### src/rtl/if_queue_fetch.sv
// Fetch stage: I-cache handshake, pre-decode, next-PC prediction and IQ.
// Define IF_BHT_EN to predict branches with a 2-bit BHT instead of BTFN.
module if_queue_fetch #(
  parameter int                ADDR_W    = 32,
  parameter int                IQ_DEPTH  = 8,
  parameter logic [ADDR_W-1:0] RESET_PC  = '0,
  parameter int                BHT_IDX_W = 6
) (
  input  logic              clk,
  input  logic              rst_n,
  input  logic              rdy,
  output logic              icache_req,
  output logic [ADDR_W-1:0] icache_pc,
  input  logic [31:0]       icache_ins,
  input  logic              icache_valid,
  input  logic              rob_full,
  input  logic              lsb_full,
  input  logic              rs_full,
  output logic              dec_valid,
  output logic [31:0]       dec_ins,
  output logic [ADDR_W-1:0] dec_pc,
  output logic [31:0]       dec_imm,
  output logic [31:0]       dec_rd_val,
  output logic              dec_pred_taken,
  input  logic              flush,
  input  logic [ADDR_W-1:0] flush_target,
  input  logic              br_upd_valid,
  input  logic [ADDR_W-1:0] br_upd_pc,
  input  logic              br_upd_taken
);
  localparam int PW = $clog2(IQ_DEPTH);
  localparam int CW = PW + 1;

  typedef enum logic [1:0] {
    FETCH, WAIT, HOLD, DISCARD
  } state_e;

  typedef struct packed {
    logic [31:0]       ins;
    logic [ADDR_W-1:0] pc;
    logic [31:0]       imm;
    logic [31:0]       rd_val;
    logic              pred;
  } iq_ent_t;

  state_e            state_q, state_d;
  logic [ADDR_W-1:0] pc_q, pc_d;
  logic [PW-1:0]     head_q, head_d;
  logic [PW-1:0]     tail_q, tail_d;
  logic [CW-1:0]     count_q, count_d;
  iq_ent_t           iq_q [IQ_DEPTH];
  iq_ent_t           iq_d [IQ_DEPTH];

  logic [6:0]  opc;
  logic        op_lui, op_auipc, op_jal, op_jalr;
  logic        op_br, op_load, op_store, op_opimm;
  logic        is_shift, br_taken, pred, push, space;
  logic [31:0] imm, rd_val, pc32, i_imm;
  logic [ADDR_W-1:0] nxt_pc;
  logic        unused_bht;

  assign opc      = icache_ins[6:0];
  assign op_lui   = opc == 7'b0110111;
  assign op_auipc = opc == 7'b0010111;
  assign op_jal   = opc == 7'b1101111;
  assign op_jalr  = opc == 7'b1100111;
  assign op_br    = opc == 7'b1100011;
  assign op_load  = opc == 7'b0000011;
  assign op_store = opc == 7'b0100011;
  assign op_opimm = opc == 7'b0010011;
  assign is_shift = icache_ins[13:12] == 2'b01;
  assign i_imm    = {{20{icache_ins[31]}}, icache_ins[31:20]};
  assign pc32     = 32'(pc_q);

  always_comb begin
    imm = '0;
    unique case (1'b1)
      op_lui, op_auipc:
        imm = {icache_ins[31:12], 12'b0};
      op_jal:
        imm = {{12{icache_ins[31]}}, icache_ins[19:12],
               icache_ins[20], icache_ins[30:21], 1'b0};
      op_jalr, op_load:
        imm = i_imm;
      op_opimm:
        imm = is_shift ? {27'b0, icache_ins[24:20]} : i_imm;
      op_store:
        imm = {{21{icache_ins[31]}}, icache_ins[30:25],
               icache_ins[11:7]};
      op_br:
        imm = {{20{icache_ins[31]}}, icache_ins[7],
               icache_ins[30:25], icache_ins[11:8], 1'b0};
      default:
        imm = '0;
    endcase
  end

  always_comb begin
    rd_val = '0;
    if (op_auipc)
      rd_val = pc32 + imm;
    else if (op_lui)
      rd_val = imm;
    else if (op_jal || op_jalr)
      rd_val = pc32 + 32'd4;
  end

`ifdef IF_BHT_EN
  localparam int BHT_N = 2 ** BHT_IDX_W;

  logic [1:0]           bht_q [BHT_N];
  logic [1:0]           bht_d [BHT_N];
  logic [BHT_IDX_W-1:0] upd_idx;

  assign upd_idx    = br_upd_pc[BHT_IDX_W+1:2];
  assign br_taken   = bht_q[pc_q[BHT_IDX_W+1:2]][1];
  assign unused_bht = ^br_upd_pc;

  always_comb begin
    bht_d = bht_q;
    if (rdy && br_upd_valid) begin
      if (br_upd_taken && bht_q[upd_idx] != 2'b11)
        bht_d[upd_idx] = bht_q[upd_idx] + 2'd1;
      else if (!br_upd_taken && bht_q[upd_idx] != 2'b00)
        bht_d[upd_idx] = bht_q[upd_idx] - 2'd1;
    end
  end

  always_ff @(posedge clk or negedge rst_n) begin
    if (!rst_n) begin
      for (int i = 0; i < BHT_N; i++)
        bht_q[i] <= 2'b01;
    end else begin
      bht_q <= bht_d;
    end
  end
`else
  assign br_taken   = imm[31];
  assign unused_bht = ^{br_upd_valid, br_upd_taken, br_upd_pc};
`endif

  assign pred   = op_jal || (op_br && br_taken);
  assign nxt_pc = pred ? pc_q + ADDR_W'($signed(imm))
                       : pc_q + ADDR_W'(4);

  assign dec_valid = rdy && count_q != '0 && !flush &&
                     !rob_full && !lsb_full && !rs_full;
  // A same-cycle pop frees the slot the new request reserves.
  assign space     = (count_q - CW'(dec_valid)) < CW'(IQ_DEPTH);
  assign icache_pc = pc_q;

  assign dec_ins        = iq_q[head_q].ins;
  assign dec_pc         = iq_q[head_q].pc;
  assign dec_imm        = iq_q[head_q].imm;
  assign dec_rd_val     = iq_q[head_q].rd_val;
  assign dec_pred_taken = iq_q[head_q].pred;

  always_comb begin
    state_d    = state_q;
    pc_d       = pc_q;
    head_d     = head_q;
    tail_d     = tail_q;
    count_d    = count_q;
    iq_d       = iq_q;
    icache_req = 1'b0;
    push       = 1'b0;
    if (rdy) begin
      unique case (state_q)
        FETCH: begin
          if (!flush && space && rst_n) begin
            icache_req = 1'b1;
            state_d    = WAIT;
          end
        end
        WAIT: begin
          if (icache_valid) begin
            push    = 1'b1;
            state_d = op_jalr ? HOLD : FETCH;
            if (!op_jalr)
              pc_d = nxt_pc;
          end
        end
        DISCARD: begin
          if (icache_valid)
            state_d = FETCH;
        end
        default: ;
      endcase
      if (flush) begin
        head_d  = '0;
        tail_d  = '0;
        count_d = '0;
        pc_d    = flush_target;
        state_d = ((state_q == WAIT || state_q == DISCARD) &&
                   !icache_valid) ? DISCARD : FETCH;
      end else begin
        if (push) begin
          iq_d[tail_q] = '{ins: icache_ins, pc: pc_q, imm: imm,
                           rd_val: rd_val, pred: pred};
          tail_d = tail_q + PW'(1);
        end
        if (dec_valid)
          head_d = head_q + PW'(1);
        count_d = count_q + CW'(push) - CW'(dec_valid);
      end
    end
  end

  always_ff @(posedge clk or negedge rst_n) begin
    if (!rst_n) begin
      state_q <= FETCH;
      pc_q    <= RESET_PC;
      head_q  <= '0;
      tail_q  <= '0;
      count_q <= '0;
      for (int i = 0; i < IQ_DEPTH; i++)
        iq_q[i] <= '0;
    end else begin
      state_q <= state_d;
      pc_q    <= pc_d;
      head_q  <= head_d;
      tail_q  <= tail_d;
      count_q <= count_d;
      iq_q    <= iq_d;
    end
  end
endmodule

### config.mk
export PLATFORM = sky130hd
export DESIGN_NAME = if_queue_fetch
export DESIGN_NICKNAME = d
export VERILOG_FILES = /design/src/rtl/if_queue_fetch.sv
export SDC_FILE = /design/constraint.sdc
export NUM_CORES = 2
export LEC_CHECK = 0
export ABC_CLOCK_PERIOD_IN_PS = 3300
export CAP_MARGIN = 15
export CORE_UTILIZATION = 55
export DETAILED_ROUTE_END_ITERATION = 7
export PLACE_DENSITY_LB_ADDON = 0.08
export SLEW_MARGIN = 20
export SYNTH_ARGS = -nofsm -noshare
export SYNTH_HDL_FRONTEND = slang
export SYNTH_SLANG_ARGS = --single-unit
export TNS_END_PERCENT = 1
### constraint.sdc
create_clock -name clk -period 3.3 [get_ports clk]
set_input_delay 0.66 -clock clk [delete_from_list [all_inputs] [get_ports clk]]
set_output_delay 0.66 -clock clk [all_outputs]
set_load 0.005 [all_outputs]
* After elaboration in Yosys (flattened, before gate mapping)
Cells that the tools add are included.
Storage, ports and cells: register bits 1076, bits in latches 0, RAM bits 0, bits in read-only memories 0, logic and storage cells 140, memories kept 0
Cells by class: $add $sub $neg 7, multipliers 0, div/mod/pow operators 0, $lt $le $gt $ge 4, eq/ne operators 15, shift operators 0, multiplexer cells 34, bitwise operators 3, reduce and logical (&&, ||, !) cells 32
Operators by type and width (count):
- $bwmux W1032 | 1
- $bmux W129 S3 | 1
- $demux W129 S3 | 1
- $mux W129 | 3
- $mux W32 | 9
- $pmux W32 S6 | 1
- $add A32 B3 Y32 const B | 1
- $add A32 B32 Y32 | 1
- $eq A7 B7 Y1 const B | 3
- $eq A7 B5 Y1 const B | 2
- $eq A7 B6 Y1 const B | 2
- $mux W2 | 6
- $mux W3 | 4
- $logic_and A1 B1 Y1 | 10
- $ne A3 B3 Y1 const B | 3
- $ge A4 B4 Y1 const B | 2
- $not A3 Y4 | 2
- $reduce_bool A2 Y1 | 4
- $reduce_bool A4 Y1 | 2
- $sub A4 B1 Y4 | 2
- $eq A7 B2 Y1 const B | 1
- $add A3 B1 Y3 const B | 2
- $mux W1 | 6
- $pmux W2 S3 | 1
- other kinds (16) | 25

* Longest topological paths before layout
depth in word-level cells 13, mapped depth 19, mapped depth without buffers 15

* Least setup slack after synthesis
Ideal clock, no wire load.
kind input to register, start input icache_ins[2], end register iq_q[160] (netlist bit), data arrival time 4.422 ns, required time 3.175 ns, slack -1.247 ns, stages 18, buffers on the path 5, cell sequence clkbuf_1 > nand4b_1 > nor2_1 > clkbuf_1 > nand2_1 > a21boi_0 > clkbuf_1 > a21oi_1 > inv_1 > ha_1 > clkbuf_1 > a21o_1 > a221oi_1 > o21ai_0 > or4_1 > and3_1 > buf_6 > mux2_4
On the way: longest elaborated chain between the ends 6, elaborated cells between the ends (all ways) 17, those cells by class add/sub: 1; eq/ne: 8; mux: 5; reduce/logical: 3
Ends and longest elaborated chain:
- start: declaration | line 14 | input logic [31:0] icache_ins,
- $eq A7 B7 Y1 (tied with other cells) | line 66 | assign op_jalr = opc == 7'b1100111;
- $reduce_or A2 Y1 | line 77 | unique case (1'b1)
- $pmux W32 S6 * | line 77
- via imm[27] | line 58 | logic [31:0] imm, rd_val, pc32, i_imm;
- $add A32 B32 Y32 * | line 101 | rd_val = pc32 + imm;
- $mux W32 * | line 100 | if (op_auipc)
- $bwmux W1032 * | line 198 | iq_d[tail_q] = '{ins: icache_ins, pc: pc_q, imm: imm,
- end signal: assignment | line 224 | iq_q <= iq_d;
- end: declaration | line 51 | iq_ent_t iq_q [IQ_DEPTH];
The timed path passes the listed nets; every way through them passes the cells marked *. A chain may end at the register's enable or synchronous reset.

* Worst setup path after layout
start register head_q[0], end output dec_pc[1]
On the way: longest elaborated chain between the ends 4
Ends and longest elaborated chain:
- start: declaration | line 48 | logic [PW-1:0] head_q, head_d;
- start signal: assignment | line 213 | head_q <= '0;
- start signal: assignment | line 221 | head_q <= head_d;
- $not A3 Y4 (implied by the code) | line 153 | assign dec_pc = iq_q[head_q].pc;
- $bmux W129 S3 | line 153
- $mux W129 (2 in a row)
- end: declaration | line 21 | output logic [ADDR_W-1:0] dec_pc,
No other way between the ends. The select of a mux whose other input is x is not followed.

==> run_results.csv <==
group,metric,value,unit
run_status,status,"complete, but fails checks",
run_status,violations,"setup timing",
floorplan,io_pins,269,
global_route,grt_first_pass_wirelength,255000,microns
setup_path,slowest_stage,"dfrtp_4",
drt,wl_per_cell,24.0,microns
min_path,min-delay-path-class,"input pin to register",
global_route,grt_max_degree,171,
power,seq_power_share,42.9,%
drt,routed_via_density,5.87,
power,internal_power,25.9,mW
timing,setup_viol,207,
synthesis,ys_top_cells_by_area,"dfrtp_1, nand2_1, mux4_2",
timing,rsz0062_at_grt,"true",
placed_design,gp_congestion,0.980,
layout,nets,5813,
timing,clock.fmax,0.276,GHz
global_route,grt_usage,35.9,%
drt,postRouteWirelength,168000,microns
cts,cts_root_buf,"clkbuf_16",
floorplan,row_count,111,
layout,fillers,7023,
drt,drt_iter0_markers,4152,
synthesis,yosys.area.top_type_share,52.4,%
timing,slew_headroom,28.3,%
cts,cts_sinks,1076,
drt,firstDrtPassIters,6,
synthesis,synth_cells,5194,
power,comb_power_share,20.6,%
timing,fin_crit_sh,110,%
global_route,antenna_found_initial,7,
synthesis,synth_edf_count,0,
synthesis,synthArstFlopShare,100,%
cts,cts_buffers,111,
timing,clock_skew,0.0223,ns
setup_path,crit_arrival,2.97,ns
setup_path,rrSetupSlack,0.11,ns
cts,h-tree-depth,3,
drt,drc,0,
placed_design,dp_slack,-1.53,ns
drt,ant_nets,0,
synthesis,synth_area,51400,sq um
setup_path,crit_buf_inv,4,
layout,syn_to_final_growth,24.3,%
setup_path,slowest_delay,0.52,ns
cts,cts_tree,"built",
layout,drive_gt1_share,24.4,%
synthesis,synth_top_cell_by_area,"dfrtp_1",
floorplan,die_h,308,microns
power,power,36.0,mW
timing,worstMarginPinSlew,1.08,ns
cts,clk_path_buf_depth,3,
floorplan,die_x,308,microns
setup_path,cp.required,2.64,ns
placed_design,io_buffers,234,
synthesis,synthesis.nets,5342,
synthesis,synthDistinctLibCells,88,
synthesis,yosys_warnings,0,
synthesis,avgSynthCellArea,9.89,sq um
power,p_sw,10.0,mW
setup_path,crit_chain,"buf_12, buf_16, clkbuf_16, mux4_2, mux2_2, clkdlybuf4s50_1",
floorplan,core,92100,sq um
power,p_clk_share,36.5,%
floorplan,dieArea,94600,sq um
cts,clk_pin_slew_worst_paths,0.06,ns
timing,worst_slack,-0.329,ns
synthesis,ys.flop_type,"dfrtp_1",
setup_path,worstPathMaxFanout,12,
flow_run,maxCapViolCount,0,
drt,vias,41147,
power,ir_drop,0.453,mV
global_route,grt_pass1_vias,41249,
timing,period_minus_slack,3.63,ns
timing,slew_violations,0,
synthesis,yosysSeqAreaShare,52.4,%
setup_path,worstSetupPathType,"register to output port",
power,p_per_area,564,nW/um^2
placed_design,dp_hpwl,108000,microns
synthesis,ys_seq_elements,1076,
timing,final-hold-violation-count,0,
setup_path,endpoint_kind,"output port",
cts,clock_latency,0.71,ns
setup_path,cpLargestDelayFamily,"buffers and inverters",
global_route,gr-total-overflow,0,
floorplan,initial_core_util,55.8,%
power,p_leak,31.2,nW
setup_path,crit_path_start_kind,"register",
power,power.share.switching,27.9,%
timing,fin_tns_setup,-27.25,ns
==> cell type report <==
cell class	count	area (sq um)	area share (%)
diodes	6	15.0	0.0235
clock buffers	168	3340	5.24
inverters	53	199	0.312
flip-flops and latches	1076	26900	42.2
repair buffers	760	7480	11.7
well taps	1243	1560	2.44
multi-input cells	3663	23800	37.3
clock inverters	36	509	0.797
==> placed cells by master, fill, tap and decap left out, types with 9 or more instances in the layout <==
| master | instances |
|---|---|
| a21o_1 | 23 |
| a21oi_1 | 56 |
| a21oi_2 | 25 |
| a22oi_1 | 11 |
| and3_1 | 23 |
| buf_12 | 71 |
| buf_16 | 12 |
| buf_4 | 404 |
| buf_6 | 26 |
| bufinv_16 | 10 |
| clkbuf_1 | 24 |
| clkbuf_16 | 125 |
| clkbuf_2 | 67 |
| clkbuf_8 | 31 |
| clkdlybuf4s50_1 | 109 |
| clkinv_2 | 14 |
| dfrtp_1 | 1073 |
| dlymetal6s2s_1 | 36 |
| ha_1 | 29 |
| ha_4 | 10 |
| inv_1 | 43 |
| inv_2 | 9 |
| mux2_2 | 116 |
| mux2_4 | 69 |
| mux2i_1 | 16 |
| mux4_2 | 258 |
| nand2_1 | 2058 |
| nand2_2 | 9 |
| nand3_1 | 34 |
| nand4_1 | 15 |
| nor2_1 | 58 |
| nor3_1 | 24 |
| o21ai_0 | 514 |
| o21ai_1 | 40 |
| or3_1 | 9 |
| xnor2_1 | 28 |
| xor2_1 | 21 |
==> synth_stat cells (all sizes together), types with 11 or more instances <==
cell	instances
xnor2	34
ha	40
mux2i	17
xor2	23
buf	82
clkbuf	320
nand4	15
nand3	38
nand2	2075
or3	12
and3	26
o21ai	563
nor3	31
mux2	185
inv	52
a21oi	88
and2	11
dfrtp	1076
mux4	258
a22oi	18
nor2	69
a21o	23
==> logic make-up (layout without fill, tap and decap cells) <==
group           count (synthesis)  in the layout  synth area share, %
flops                        1076           1076                 52.4
compound gates                789            789                 8.65
fa+ha+maj                      42             42                 1.05
xor+xnor                       57             57                0.972
buf+inv                       455           1017                 3.39
other cells                     0              6                    0
mux                           460            460                 15.8
simple gates                 2315           2315                 17.8
==> sequential cells by signal, indices dropped and copies added (netlist names) <==
register	count
tail_q	3
head_q	3
icache_pc	32
state_q	2
count_q	4
iq_q	1032
==> worst paths after layout <==
check,endpoint,cells after the start,start
max,dec_pc[1],6,head_q[0]
min,iq_q[487],4,icache_ins[3]
max reg2reg,iq_q[543],9,icache_pc[7]
min reg2reg,iq_q[603],2,iq_q[603]
max in group asynchronous,iq_q[638],4,rst_n
min in group asynchronous,iq_q[140],3,rst_n
==> stage by stage <==
step                utilization [%]  area, sq um  instances  hold WS (ns)
floorplan                         -        51600       5194         0.364
global placement               63.4        58400       6730         0.452
detailed placement             63.4        58400       6730         0.457
CTS                            68.2        62800       6946         0.393
global route                   69.4        63900       7004         0.415
finish                         69.4        63900       7005         0.439
==> worst reg2reg max path, stage by stage (launching register included) <==
cell      delay, ns
dfrtp_1        0.48
buf_4          0.27
and4_1         0.28
and3_1         0.38
and3_1         0.25
nand3_1        0.17
xnor2_1        0.18
a21boi_0       0.64
nor4_4         0.13
mux2_2         0.30
==> timing repair <==
action,CTS,global route
hold endpoints to repair,1,0
hold buffers,1,0
pin swaps,37,31
setup buffers,13,39
setup endpoints to repair,372,342
gates cloned,0,14
resized for setup,192,315
==> power groups by stage <==
stage / combinational [mW] / sequential [mW] / clock (mW)
floorplan: 3.73 / 15.4 / 0
global placement: 6.96 / 15.6 / 0
detailed placement: 7.06 / 15.6 / 0
CTS: 7.19 / 15.4 / 13.3
global route: 8.00 / 15.6 / 13.8
finish: 7.43 / 15.4 / 13.1
==> metal layers <==
layer | up-vias | global-route usage [%] | wire (microns) | part of all wire [%]
met2 | 1707 | 55.3 | 77600 | 46
met4 | 4 | 12.8 | 5790 | 3.4
met1 | 20672 | 51.1 | 70600 | 42
met5 | - | 0 | 23 | 0.014
li1 | 18460 | - | - | -
met3 | 304 | 6.77 | 14200 | 8.4
Note: power is estimated with default switching activity, not from simulation.
